**src/rtl/dec_comm_regs_if.sv**
```systemverilog
// Command-FIFO read side and response-FIFO write side of dec_comm_regs.
// master = the decoder, slave = the FIFO pair.
interface dec_comm_regs_if;
  logic        cmd_fifo_empty;
  logic [31:0] cmd_fifo_data;
  logic        cmd_fifo_read;
  logic        rsp_fifo_full;
  logic [31:0] rsp_fifo_data;
  logic        rsp_fifo_write;

  modport master (
    input  cmd_fifo_empty, cmd_fifo_data, rsp_fifo_full,
    output cmd_fifo_read, rsp_fifo_data, rsp_fifo_write
  );

  modport slave (
    output cmd_fifo_empty, cmd_fifo_data, rsp_fifo_full,
    input  cmd_fifo_read, rsp_fifo_data, rsp_fifo_write
  );
endinterface

```
**src/rtl/dec_comm_regs.sv**
```systemverilog
// Command decoder: parses 1/2-word commands, drives RW registers, returns status and responses.
// Optional payload-wait timeout enabled by defining DEC_PAYLOAD_TIMEOUT_EN.
module dec_comm_regs #(
  parameter int unsigned NREGS       = 4,
  parameter int unsigned NSTAT       = 4,
  parameter logic [31:0] VERSION     = 32'h302E_320A,
  parameter int unsigned TIMEOUT_CYC = 1_000_000
) (
  input  logic                                  clk,
  input  logic                                  reset_n,
  dec_comm_regs_if.master                       fifo,
  output logic [32*NREGS-1:0]                   reg_out,
  input  logic [32*((NSTAT > 0) ? NSTAT : 1)-1:0] stat_in,
  output logic                                  led_driver,
  output logic                                  busy
);

  localparam logic [31:0] ACK     = 32'h4143_4B0A;
  localparam logic [31:0] NAK     = 32'h4E41_4B0A;
  localparam logic [31:0] LEG_ON  = 32'hABAB_ABAB;
  localparam logic [31:0] LEG_OFF = 32'hEEEE_AAAA;
  localparam logic [31:0] LEG_VER = 32'hCCCC_CCCC;
  localparam logic [7:0]  OP_WRITE   = 8'h01;
  localparam logic [7:0]  OP_READ    = 8'h02;
  localparam logic [7:0]  OP_VERSION = 8'h03;
  localparam logic [7:0]  OP_CLEAR   = 8'h04;

  typedef enum logic [3:0] {
    IDLE, HDR_RD, HDR_WAIT, HDR_CAP, PAY_WAIT, PAY_RD, PAY_WAIT2, PAY_CAP, EXEC, RSP0, RSP1
  } state_t;

  state_t                 state;
  logic [NREGS-1:0][31:0] regs;
  logic [31:0]            hdr;
  logic [31:0]            pay;
  logic [31:0]            rsp_w1;
  logic                   rsp_two;
  logic                   tmo;

  logic [31:0] addr_w;
  logic [7:0]  opcode;
  logic [31:0] rd_word;
  logic [31:0] ex_w0;
  logic [31:0] ex_w1;
  logic        ex_two;
  logic        ex_wr;
  logic        ex_clr;
  logic        ex_led_set;
  logic        ex_led_clr;

`ifdef DEC_PAYLOAD_TIMEOUT_EN
  localparam int unsigned CW = $clog2(TIMEOUT_CYC + 1);
  logic [CW-1:0] tmo_cnt;
`else
  // Timeout length has no effect without the counter.
  logic unused_timeout_cfg;
  assign unused_timeout_cfg = ^TIMEOUT_CYC;
  assign tmo = 1'b0;
`endif

  assign opcode     = hdr[31:24];
  assign addr_w     = {16'h0000, hdr[15:0]};
  assign reg_out    = regs;
  assign led_driver = regs[0][0];
  assign busy       = (state != IDLE);

  always_comb begin
    rd_word = '0;
    for (int unsigned k = 0; k < NREGS; k++)
      if (addr_w == k) rd_word = regs[k];
    for (int unsigned k = 0; k < NSTAT; k++)
      if (addr_w == NREGS + k) rd_word = stat_in[32*k +: 32];
  end

  // Legacy full-word commands take priority over opcode decoding.
  always_comb begin
    ex_w0      = NAK;
    ex_w1      = '0;
    ex_two     = 1'b0;
    ex_wr      = 1'b0;
    ex_clr     = 1'b0;
    ex_led_set = 1'b0;
    ex_led_clr = 1'b0;
    if (tmo) begin
      ex_w0 = NAK;
    end else if (hdr == LEG_ON) begin
      ex_led_set = 1'b1;
      ex_w0      = ACK;
    end else if (hdr == LEG_OFF) begin
      ex_led_clr = 1'b1;
      ex_w0      = ACK;
    end else if (hdr == LEG_VER) begin
      ex_w0 = VERSION;
    end else begin
      case (opcode)
        OP_WRITE: begin
          if (addr_w < NREGS) begin
            ex_wr = 1'b1;
            ex_w0 = ACK;
          end
        end
        OP_READ: begin
          if (addr_w < NREGS + NSTAT) begin
            ex_w0  = ACK;
            ex_w1  = rd_word;
            ex_two = 1'b1;
          end
        end
        OP_VERSION: ex_w0 = VERSION;
        OP_CLEAR: begin
          ex_clr = 1'b1;
          ex_w0  = ACK;
        end
        default: ex_w0 = NAK;
      endcase
    end
  end

  always_ff @(posedge clk or negedge reset_n) begin
    if (!reset_n) begin
      state               <= IDLE;
      fifo.cmd_fifo_read  <= 1'b0;
      fifo.rsp_fifo_write <= 1'b0;
      fifo.rsp_fifo_data  <= '0;
      regs                <= '0;
      hdr                 <= '0;
      pay                 <= '0;
      rsp_w1              <= '0;
      rsp_two             <= 1'b0;
`ifdef DEC_PAYLOAD_TIMEOUT_EN
      tmo_cnt             <= '0;
      tmo                 <= 1'b0;
`endif
    end else begin
      fifo.cmd_fifo_read  <= 1'b0;
      fifo.rsp_fifo_write <= 1'b0;
      case (state)
        IDLE: begin
          if (!fifo.cmd_fifo_empty) begin
            fifo.cmd_fifo_read <= 1'b1;
            state              <= HDR_RD;
          end
        end
        HDR_RD:   state <= HDR_WAIT;
        HDR_WAIT: state <= HDR_CAP;
        HDR_CAP: begin
          hdr <= fifo.cmd_fifo_data;
`ifdef DEC_PAYLOAD_TIMEOUT_EN
          tmo     <= 1'b0;
          tmo_cnt <= '0;
`endif
          state <= (fifo.cmd_fifo_data[31:24] == OP_WRITE) ? PAY_WAIT : EXEC;
        end
        PAY_WAIT: begin
          if (!fifo.cmd_fifo_empty) begin
            fifo.cmd_fifo_read <= 1'b1;
            state              <= PAY_RD;
          end
`ifdef DEC_PAYLOAD_TIMEOUT_EN
          else begin
            tmo_cnt <= tmo_cnt + CW'(1);
            if (tmo_cnt == CW'(TIMEOUT_CYC - 1)) begin
              tmo   <= 1'b1;
              state <= EXEC;
            end
          end
`endif
        end
        PAY_RD:    state <= PAY_WAIT2;
        PAY_WAIT2: state <= PAY_CAP;
        PAY_CAP: begin
          pay   <= fifo.cmd_fifo_data;
          state <= EXEC;
        end
        // Register effects land on the same edge that raises the first response write.
        EXEC: begin
          fifo.rsp_fifo_data  <= ex_w0;
          fifo.rsp_fifo_write <= !fifo.rsp_fifo_full;
          rsp_w1              <= ex_w1;
          rsp_two             <= ex_two;
          state               <= RSP0;
          if (ex_clr) begin
            regs <= '0;
          end else if (ex_wr) begin
            for (int unsigned k = 0; k < NREGS; k++)
              if (addr_w == k) regs[k] <= pay;
          end else if (ex_led_set) begin
            regs[0][0] <= 1'b1;
          end else if (ex_led_clr) begin
            regs[0][0] <= 1'b0;
          end
        end
        // A raised write strobe means the current word is taken at this edge.
        RSP0: begin
          if (fifo.rsp_fifo_write) begin
            if (rsp_two) begin
              fifo.rsp_fifo_data  <= rsp_w1;
              fifo.rsp_fifo_write <= !fifo.rsp_fifo_full;
              state               <= RSP1;
            end else begin
              state <= IDLE;
            end
          end else begin
            fifo.rsp_fifo_write <= !fifo.rsp_fifo_full;
          end
        end
        RSP1: begin
          if (fifo.rsp_fifo_write) state <= IDLE;
          else fifo.rsp_fifo_write <= !fifo.rsp_fifo_full;
        end
        default: state <= IDLE;
      endcase
    end
  end

endmodule

```
**src/flat_wrapper.sv**
```systemverilog
// flat-port wrapper written by rule: the top's interface ports become plain ports
module dec_comm_regs_flat 
#(
  parameter int unsigned NREGS       = 4,
  parameter int unsigned NSTAT       = 4,
  parameter logic [31:0] VERSION     = 32'h302E_320A,
  parameter int unsigned TIMEOUT_CYC = 1_000_000
)
  (clk, reset_n, reg_out, stat_in, led_driver, busy, fifo_cmd_fifo_empty, fifo_cmd_fifo_data, fifo_rsp_fifo_full, fifo_cmd_fifo_read, fifo_rsp_fifo_data, fifo_rsp_fifo_write);
  dec_comm_regs_if fifo_i ();
  input  logic clk;
  input  logic reset_n;
  output logic [32*NREGS-1:0] reg_out;
  input  logic [32*((NSTAT > 0) ? NSTAT : 1)-1:0] stat_in;
  output logic led_driver;
  output logic busy;
  input wire logic [$bits(fifo_i.cmd_fifo_empty)-1:0] fifo_cmd_fifo_empty;
  input wire logic [$bits(fifo_i.cmd_fifo_data)-1:0] fifo_cmd_fifo_data;
  input wire logic [$bits(fifo_i.rsp_fifo_full)-1:0] fifo_rsp_fifo_full;
  output wire logic [$bits(fifo_i.cmd_fifo_read)-1:0] fifo_cmd_fifo_read;
  output wire logic [$bits(fifo_i.rsp_fifo_data)-1:0] fifo_rsp_fifo_data;
  output wire logic [$bits(fifo_i.rsp_fifo_write)-1:0] fifo_rsp_fifo_write;
  assign fifo_i.cmd_fifo_empty = fifo_cmd_fifo_empty;
  assign fifo_i.cmd_fifo_data = fifo_cmd_fifo_data;
  assign fifo_i.rsp_fifo_full = fifo_rsp_fifo_full;
  assign fifo_cmd_fifo_read = fifo_i.cmd_fifo_read;
  assign fifo_rsp_fifo_data = fifo_i.rsp_fifo_data;
  assign fifo_rsp_fifo_write = fifo_i.rsp_fifo_write;
  dec_comm_regs #(.NREGS(NREGS), .NSTAT(NSTAT), .VERSION(VERSION), .TIMEOUT_CYC(TIMEOUT_CYC)) u_core (.clk(clk), .reset_n(reset_n), .fifo(fifo_i), .reg_out(reg_out), .stat_in(stat_in), .led_driver(led_driver), .busy(busy));
endmodule
```
**config.mk**
```make
export PLATFORM = sky130hd
export DESIGN_NAME = dec_comm_regs_flat
export DESIGN_NICKNAME = d
export VERILOG_FILES = /design/src/rtl/dec_comm_regs_if.sv /design/src/rtl/dec_comm_regs.sv /design/src/flat_wrapper.sv
export SDC_FILE = /design/constraint.sdc
export NUM_CORES = 1
export LEC_CHECK = 0
export CORE_ASPECT_RATIO = 1.4
export CORE_MARGIN = 3
export CORE_UTILIZATION = 36
export DETAILED_ROUTE_END_ITERATION = 12
export GPL_TIMING_DRIVEN = 0
export PLACE_DENSITY_LB_ADDON = 0.3
export SYNTH_ARGS = -nofsm -noshare
export SYNTH_HDL_FRONTEND = slang
export SYNTH_SLANG_ARGS = --single-unit
```
**constraint.sdc**
```tcl
create_clock -name clk -period 4.3 [get_ports clk]
set_input_delay 0.43 -clock clk [delete_from_list [all_inputs] [get_ports clk]]
set_output_delay 0.43 -clock clk [all_outputs]
set_load 0.05 [all_outputs]
```
Word-level counts from Yosys, hierarchy flattened
Cells that the tools add are included.
{"block": "word_totals", "word_cells": 126, "inputBits": 164, "register_bits": 263, "output_inout_bits": 164}
{"block": "op_classes", "eq_ne": 31, "order_cmp": 2, "n_mux": 61, "reduce_logical": 19}
{"cell": "two-way mux 32 bit", "n": 22}
{"cell": "two-way mux 128 bit", "n": 1}
{"cell": "case mux 32 bit (4 select lines)", "n": 1}
{"cell": "two-way mux 127 bit", "n": 1}
{"cell": "== test 32 bit (second input constant)", "n": 3}
{"cell": "== test 16 x 3 -> 1 bit (second input constant)", "n": 4}
{"cell": "case mux 32 bit (2 select lines)", "n": 1}
{"cell": "two-way mux 28 bit", "n": 2}
{"cell": "case mux 4 bit (11 select lines)", "n": 1}
{"cell": "== test 16 x 2 -> 1 bit (second input constant)", "n": 2}
{"cell": "logical NOT 32 bit", "n": 1}
{"cell": "two-way mux 1 bit", "n": 25}
{"cell": "two-way mux 4 bit", "n": 6}
{"cell": "AND reduction 3 bit", "n": 6}
{"cell": "== test 16 x 1 -> 1 bit (second input constant)", "n": 1}
{"cell": "== test 4 x 3 -> 1 bit (second input constant)", "n": 4}
{"cell": "== test 8 x 1 -> 1 bit (second input constant)", "n": 2}
{"cell": "== test 8 x 2 -> 1 bit (second input constant)", "n": 2}
{"cell": "less-than comparator 16 x 3 -> 1 bit (second input constant)", "n": 1}
{"cell": "less-than comparator 16 x 4 -> 1 bit (second input constant)", "n": 1}
{"cell": "== test 4 bit (second input constant)", "n": 3}
{"cell": "nonzero test 2 bit", "n": 6}
{"cell": "== test 4 x 2 -> 1 bit (second input constant)", "n": 2}
{"cell": "== test 8 x 3 -> 1 bit (second input constant)", "n": 1}
{"cell": "other kinds (10)", "n": 14}

Depth between registers and ports, before layout
Gate-level depths: netlist of the first run.
{"block": "logic_depth", "depth_word": 14, "mapped_depth": 9}

Least setup slack after synthesis of the first run
Ideal clock, no wire load.
{"block": "synth_timing", "path_type": "register to register", "from": "register u_core.hdr[7]", "to": "register u_core.rsp_w1[25]", "required_ns": 4.174, "path_stages_with_launch": 7, "period_less_slack_ns": 2.214, "slack_ns": 2.086, "arrival_ns": 2.088, "n_path_buf": 0, "cell_sequence": "dfrtp_1 nor4_4 nand4_4 or3_4 a2111oi_4 nor3_1 a221o_1"}
{"block": "synth_via", "elab_chain_cells": 14}
{"item": "start: declaration", "line": "dec_comm_regs.sv:34", "source": "logic [31:0] hdr;"}
{"item": "start signal: assignment", "line": "dec_comm_regs.sv:147", "source": "hdr <= fifo.cmd_fifo_data;"}
{"item": "logical NOT 32 bit", "line": "dec_comm_regs.sv:70", "source": "if (addr_w == k) rd_word = regs[k];"}
{"item": "two-way mux 32 bit (4 in a row)", "line": "dec_comm_regs.sv:70"}
{"item": "two-way mux 32 bit (4 in a row)", "line": "dec_comm_regs.sv:72", "source": "if (addr_w == NREGS + k) rd_word = stat_in[32*k +: 32];"}
{"item": "two-way mux 32 bit", "line": "dec_comm_regs.sv:103", "source": "if (addr_w < NREGS + NSTAT) begin"}
{"item": "two-way mux 32 bit", "line": "dec_comm_regs.sv:95", "source": "case (opcode)"}
{"item": "two-way mux 32 bit", "line": "dec_comm_regs.sv:92", "source": "end else if (hdr == LEG_VER) begin"}
{"item": "two-way mux 32 bit", "line": "dec_comm_regs.sv:89", "source": "end else if (hdr == LEG_OFF) begin"}
{"item": "two-way mux 32 bit *", "line": "dec_comm_regs.sv:86", "source": "end else if (hdr == LEG_ON) begin"}
{"item": "end signal: assignment", "line": "dec_comm_regs.sv:179", "source": "rsp_w1 <= ex_w1;"}
{"item": "end: declaration", "line": "dec_comm_regs.sv:36", "source": "logic [31:0] rsp_w1;"}
Every way passes the cells marked *; elsewhere a longest branch is shown, timed or not.
A chain may end at the register's enable or synchronous reset.

Worst setup path in the final report of the first run
{"block": "layout_timing", "from": "register u_core.state[2]", "to": "register u_core.regs (netlist bit u_core.reg_out[95])"}
{"block": "layout_via", "elab_chain_cells": 2}
{"item": "start: declaration", "line": "dec_comm_regs.sv:32", "source": "state_t state;"}
{"item": "start signal: assignment", "line": "dec_comm_regs.sv:152", "source": "state <= (fifo.cmd_fifo_data[31:24] == OP_WRITE) ? PAY_WAIT : EXEC;"}
{"item": "== test 4 bit", "line": "dec_comm_regs.sv:137", "source": "case (state)"}
{"item": "AND reduction 3 bit (no source line)"}
{"item": "end signal: indexed assignment", "line": "dec_comm_regs.sv:186", "source": "if (addr_w == k) regs[k] <= pay;"}
{"item": "end: declaration", "line": "dec_comm_regs.sv:33", "source": "logic [NREGS-1:0][31:0] regs;"}
No other way between the ends.

==> flow_metrics.env, run 1 <==
export IMPL_synth_top_cell_area_share=0.518
export IMPL_coreArea_sq_mm=0.0344
export IMPL_worstMarginPinSlew_ns=1.20
export IMPL_post_route_util=0.508
export IMPL_leakage_nw=7.02
export IMPL_grt_usage=0.310
export IMPL_clock_sinks=263
export IMPL_rows=80
export IMPL_synth_fa_ha_area_frac=0
export IMPL_yosys_area_top_type="dfrtp_1"
export IMPL_worstSetupPathType="reg -> reg"
export IMPL_clock_path_buffers=3
export IMPL_grt_pass1_vias=12500
export IMPL_htreeDepth=1
export IMPL_yosys_warnings=0
export IMPL_synth_cells=1271
export IMPL_hold_class="in -> async"
export IMPL_clk_pin_slew_ns=0.06
export IMPL_outcome="finished, final reports clean"
export IMPL_drtAntennaViolNets=0
export IMPL_io_pins=328
export IMPL_synth_area_per_cell_sq_um=9.99
export IMPL_async_reset_ff_frac=1.00
export IMPL_powerDensity_mw_per_mm2=568
export IMPL_setup_viol=0
export IMPL_finalWorstSetupSlack_ns=0.656
export IMPL_path_max_fanout=10
export IMPL_ys_ff_latch=263
export IMPL_rsz0062_at_grt="false"
export IMPL_synth_simple_gate_area_frac=0.157
export IMPL_pre_cts_ws_ns=0.790
export IMPL_cp_required_ns=4.69
export IMPL_max_freq_mhz=274
export IMPL_synth_area_leaders="dfrtp_1 52%, mux2_2 7.2%, nand2_1 6.7%"
export IMPL_die_area_sq_mm=0.0376
export IMPL_relSlewSlack=0.196
export IMPL_synth_ff_type="dfrtp_1"
export IMPL_irDropWorstVdd_v=0.000267
export IMPL_numPortBuffers=327
export IMPL_initial_utilization=0.369
export IMPL_grt_pass1_wl_microns=85300
export IMPL_critical_path_endpoint_type="flip-flop"
export IMPL_gp_congestion=0.961
export IMPL_drt_pre_antenna_iters=5
export IMPL_design_area_sq_mm=0.0175
export IMPL_num_vias=12400
export IMPL_dp_hpwl_microns=46100
export IMPL_post_dp_cell_area_sq_mm=0.0166
export IMPL_die_width_microns=165
export IMPL_hold_violations=0
export IMPL_syn_nets=1435
export IMPL_synth_compound_area_share=0.204
export IMPL_die_h_microns=228
export IMPL_ys_seq_area_frac=0.518
export IMPL_synth_area_sq_mm=0.0127
export IMPL_muxShareOfSynthArea=0.0852
export IMPL_drt_first_iter_violations=1040
export IMPL_synth_edf_count=0
export IMPL_skew_ns=0.0128
export IMPL_ys_types=73
export IMPL_grt_overflow=0
export IMPL_fin_setup_tns_ns=0
export IMPL_nNetsFinal=1794
export IMPL_drive_gt1_frac=0.112
export IMPL_grt_max_degree=120
export IMPL_cts_root_buf="clkbuf_16"
export IMPL_fin_hold_ws_ns=0.336
export IMPL_areaGrowthSynthToFinish_pct=37.6
export IMPL_wl_microns=59700
export IMPL_fin_crit_sh=0.847
export IMPL_wl_per_cell_microns=28.5
export IMPL_arrival_ns=4.03
export IMPL_route_detailed_drc=0
export IMPL_synth_xor_area_share=0.000690
export IMPL_cts_made_buffers=26
export IMPL_synth_top_family_by_area="compound AO/OA/AOI/OAI gates"
export IMPL_cts_tree="done"
export IMPL_maxCapViolCount=0
export IMPL_clk_latency_ns=0.56
export IMPL_via_per_inst=5.90
export IMPL_startpoint_type="flip-flop"
export IMPL_antenna_found_initial=2
export IMPL_post_cts_buffers=0
export IMPL_fin_crit_ns=3.64
export IMPL_slew_viol_final=0
flip-flops by register name (all words and copies together), names as in the netlist:
name / flops
u_core.fifo.rsp_fifo_write: 1
u_core.fifo.rsp_fifo_data: 32
u_core.pay: 32
u_core.state: 4
u_core.rsp_w1: 32
u_core.led_driver: 1
u_core.fifo.cmd_fifo_read: 1
u_core.hdr: 32
u_core.rsp_two: 1
u_core.reg_out: 127
worst max-delay path, stage by stage (launching register included):
cell      delay [ns]
dfrtp_1         0.36
clkbuf_1        0.24
nor4b_1         0.89
clkbuf_1        0.63
o21ai_1         0.63
clkbuf_1        0.48
nand2_1         0.15
o21ai_0         0.08
power by group:
group | internal, mW | switching, mW
Clock | 1.35 | 1.02
Combinational | 1.36 | 2.66
Sequential | 2.98 | 0.564
layer usage:
layer | wire length, microns | global-route usage | up-vias | part of all wire
met5 | 0 | 0 | - | 0
met4 | 3440 | 0.147 | 0 | 0.058
li1 | - | - | 5375 | -
met2 | 29700 | 0.535 | 684 | 0.50
met1 | 22200 | 0.374 | 6165 | 0.37
met3 | 4440 | 0.0497 | 160 | 0.074
layout make-up:
| class | count | area (sq um) |
|---|---|---|
| Timing Repair Buffer | 331 | 3350 |
| Sequential cell | 263 | 6580 |
| Clock buffer | 36 | 759 |
| Inverter | 3 | 11.3 |
| Tap cell | 451 | 564 |
| Clock inverter | 9 | 101 |
| Buffer | 93 | 440 |
| Fill cell | 3230 | 17000 |
| Antenna cell | 1 | 2.50 |
| Multi-Input combinational cell | 912 | 5670 |
per-stage QoR:
stage                     power (mW)  std cells
after CTS                       9.88       2098
after global placement          7.48       2049
after global routing            10.3       2099
after floorplan                 5.82       1271
after detailed placement        7.54       2052
final                           9.92       2099
synth_stat cells, types with 4 or more instances:
library cell  number
or3_1              5
or4_1              4
nand2b_1           7
a22oi_1           18
a2bb2oi_1          9
o21ai_0          154
a222oi_1           6
o22ai_1           16
buf_6              8
nand3b_1           4
a22o_1            17
nor4_4             5
o21ai_1           34
mux2i_1           17
dfrtp_1          263
o21a_1             4
nor3_1            16
mux2_2            81
nor4b_1            4
nor2_1            61
buf_1              7
buf_2             16
a31oi_1           11
nand4_1            5
a221oi_1          12
nor4_1            12
nand3_1           12
a21o_1             8
nand4b_1           7
a32o_1             4
o2bb2ai_1          5
a21oi_1           46
nor2b_1            4
nand2_1          227
or2_2              6
a221o_1           14
clkbuf_1          59
o211ai_1          24
path summary, 6_finish.rpt:
path	start	end	slack, ns	cells past startpoint
max reg2reg	u_core.state[2]	u_core.reg_out[95]	0.66	7
max	u_core.state[2]	u_core.reg_out[95]	0.66	7
min	reset_n	u_core.reg_out[24]	0.34	2
min in group clk	fifo_rsp_fifo_full	u_core.fifo.rsp_fifo_write	0.44	2
max in group asynchronous	reset_n	u_core.reg_out[5]	2.62	4
min reg2reg	u_core.rsp_w1[6]	u_core.fifo.rsp_fifo_data[6]	0.49	1
timing repair:
action / CTS / global route
hold buffers: 1 / 0
endpoints found under the setup margin: 0 / 0
gates resized for setup: 0 / 0
endpoints found under the hold margin: 36 / 0
cells by family after synthesis:
kind of cell / count (synthesis)
xor gates and xnor gates: 1
AOI/OAI and AO/OA: 406
muxes: 98
buffers and inverters: 96
and+or+nand+nor: 407
DFF: 263
placed cells by master, fill, tap and decap left out, drive strengths merged, types with 18 or more instances in the layout:
cell	n
nor2	63
nor3	18
o211ai	24
nand2	228
clkdlybuf4s50	326
clkbuf	95
mux2	81
o21ai	188
a21oi	46
buf	38
dfrtp	263
nor4	18
a22oi	18
Note: power is estimated with default switching activity, not from simulation.
==> run 2, diff against run 1 <==
==> constraint.sdc (replaced) <==
create_clock -name clk -period 3.7 [get_ports clk]
set_input_delay 0.37 -clock clk [delete_from_list [all_inputs] [get_ports clk]]
set_output_delay 0.37 -clock clk [all_outputs]
set_load 0.05 [all_outputs]
==> run 2 against run 1 <==
Via count is 0.47% lower. Utilization barely moved. Sequential share of layout area about the same. Clock power grew 16%. Critical path depth rose by 2. Cell count stayed put. Non-clock buffer count did not move. Wire length decreased by 0.16%. Fmax up 10%. Cell area about the same. Worst hold slack got worse by 0.054 ns. Combinational power grew 16%. Critical endpoint is now u_core.rsp_w1[28].
==> flow_metrics.env, run 2 (synthesis results as in run 1) <==
export IMPL_startpoint_type="flip-flop"
export IMPL_cp_endpoint="u_core.rsp_w1[28]"
export IMPL_dp_hpwl_microns=46100
export IMPL_drt_pre_antenna_iters=7
export IMPL_r2r_start="u_core.hdr[0]"
export IMPL_p_sw_frac=0.427
export IMPL_drtAntennaViolNets=0
export IMPL_p_int_mw=6.61
export IMPL_max_freq_mhz=302
export IMPL_io_pins=328
export IMPL_numPortBuffers=327
export IMPL_rsz0062_at_grt="false"
export IMPL_nNetsFinal=1794
export IMPL_worstSetupPathType="reg -> reg"
export IMPL_clock_path_buffers=3
export IMPL_hold_class="in -> async"
export IMPL_slew_viol_final=0
export IMPL_setup_viol=0
export IMPL_drive_gt1_frac=0.112
export IMPL_htreeDepth=1
export IMPL_rrSetupSlack_ns=0.39
export IMPL_powerDensity_mw_per_mm2=659
export IMPL_grt_usage=0.310
export IMPL_initial_utilization=0.369
export IMPL_ff2ff_path_depth=9
export IMPL_worstMarginPinSlew_ns=1.21
export IMPL_die_h_microns=228
export IMPL_power_switching_mw=4.92
export IMPL_die_area_sq_mm=0.0376
export IMPL_coreArea_sq_mm=0.0344
export IMPL_path_max_fanout=10
export IMPL_cts_tree="done"
export IMPL_pwr_share_clk=0.238
export IMPL_rows=80
export IMPL_seq_power_share=0.357
export IMPL_cts_root_buf="clkbuf_16"
export IMPL_fin_setup_tns_ns=0
export IMPL_gp_congestion=0.961
export IMPL_critical_path_endpoint_type="flip-flop"
export IMPL_arrival_ns=3.78
export IMPL_clk_pin_slew_ns=0.07
export IMPL_relSlewSlack=0.187
export IMPL_leakage_nw=7.02
export IMPL_final_common_cell="clkdlybuf4s50_1"
export IMPL_hold_violations=0
export IMPL_post_route_util=0.508
export IMPL_via_per_inst=5.87
export IMPL_irDropWorstVdd_v=0.000312
export IMPL_final_cell_mix="326 x clkdlybuf4s50_1, 263 x dfrtp_1, 227 x nand2_1"
export IMPL_cts_made_buffers=26
export IMPL_route_detailed_drc=0
export IMPL_rr_endpoint="u_core.rsp_w1[28]"
export IMPL_grt_overflow=0
export IMPL_maxCapViolCount=0
export IMPL_grt_pass1_wl_microns=85300
export IMPL_num_vias=12300
export IMPL_areaGrowthSynthToFinish_pct=37.7
export IMPL_outcome="finished, final reports clean"
export IMPL_skew_ns=0.0145
export IMPL_drt_first_iter_violations=979
export IMPL_grt_pass1_vias=12500
export IMPL_critPathLaunch="u_core.hdr[0]"
export IMPL_power_share_combinational=0.405
export IMPL_fillers=3231
export IMPL_grt_max_degree=120
export IMPL_largest_reg_flops=127
export IMPL_die_width_microns=165
export IMPL_wl_per_cell_microns=28.4
export IMPL_antenna_found_initial=2
export IMPL_clk_latency_ns=0.56
export IMPL_fin_crit_sh=0.894
export IMPL_wl_microns=59600
export IMPL_clock_sinks=263
export IMPL_cp_required_ns=4.17
export IMPL_fin_crit_ns=3.31
export IMPL_post_cts_buffers=0
-- run 2: how the worst min path moves through the flow --
stage / from / to / slack (ns) / depth (start not counted)
floorplan: reset_n / u_core.fifo.cmd_fifo_read / 0.07 / 0
global placement: u_core.fifo.rsp_fifo_data[24] / u_core.fifo.rsp_fifo_data[24] / 0.47 / 2
detailed placement: reset_n / u_core.pay[29] / 0.26 / 1
CTS: reset_n / u_core.reg_out[24] / 0.29 / 2
global route: reset_n / u_core.pay[26] / 0.32 / 2
finish: reset_n / u_core.reg_out[24] / 0.28 / 2
-- run 2: final cells by class --
cell class | instances | area [sq um] | share of cell area
plain buffers | 93 | 440 | 0.0252
multi-input cells | 912 | 5670 | 0.325
flip-flops and latches | 263 | 6580 | 0.376
well taps | 451 | 564 | 0.0323
clock inverters | 9 | 101 | 0.00580
inverters | 3 | 11.3 | 0.000644
repair buffers | 331 | 3350 | 0.192
diodes | 1 | 2.50 | 0.000143
clock buffers | 36 | 759 | 0.0434
-- run 2: critical path: stages (launching register included) --
cell	delay [ns]
dfrtp_1	0.35
buf_2	0.20
nor4_2	0.68
nand3_1	0.16
buf_2	0.27
nor2_1	0.22
clkbuf_1	0.63
nand2_1	0.12
a31oi_1	0.40
a2bb2oi_1	0.19
-- run 2: routing by layer --
| layer | track usage | vias to the layer above | routed length [microns] |
|---|---|---|---|
| li1 | - | 5377 | - |
| met1 | 0.374 | 6111 | 22100 |
| met2 | 0.535 | 681 | 29700 |
| met3 | 0.0497 | 157 | 4520 |
| met4 | 0.147 | 0 | 3350 |
| met5 | 0 | - | 0 |
-- run 2: through the flow --
step                      instances  setup slack, ns  cell area (sq um)  hold slack (ns)  total power, mW
final                          2099            0.391              17500            0.282             11.5
after global routing           2099            0.215              17500            0.317             11.9
after global placement         2049            -8.98              16500            0.470             8.69
after CTS                      2098            0.169              17500            0.286             11.5
after floorplan                1271             1.49              12700           0.0744             6.77
after detailed placement       2052            0.190              16600            0.261             8.76
-- run 2: repair_timing --
item | CTS | global route
hold endpoints to repair | 36 | 0
setup endpoints to repair | 0 | 4
gates resized for setup | 0 | 1
hold buffers | 1 | 0
-- run 2: power by group through the flow --
stage	Sequential (mW)	Combinational, mW	Clock (mW)
global placement	4.13	4.56	0
global route	4.18	4.87	2.88
CTS	4.10	4.63	2.76
finish	4.12	4.66	2.75
detailed placement	4.15	4.61	0
floorplan	5.13	1.64	0
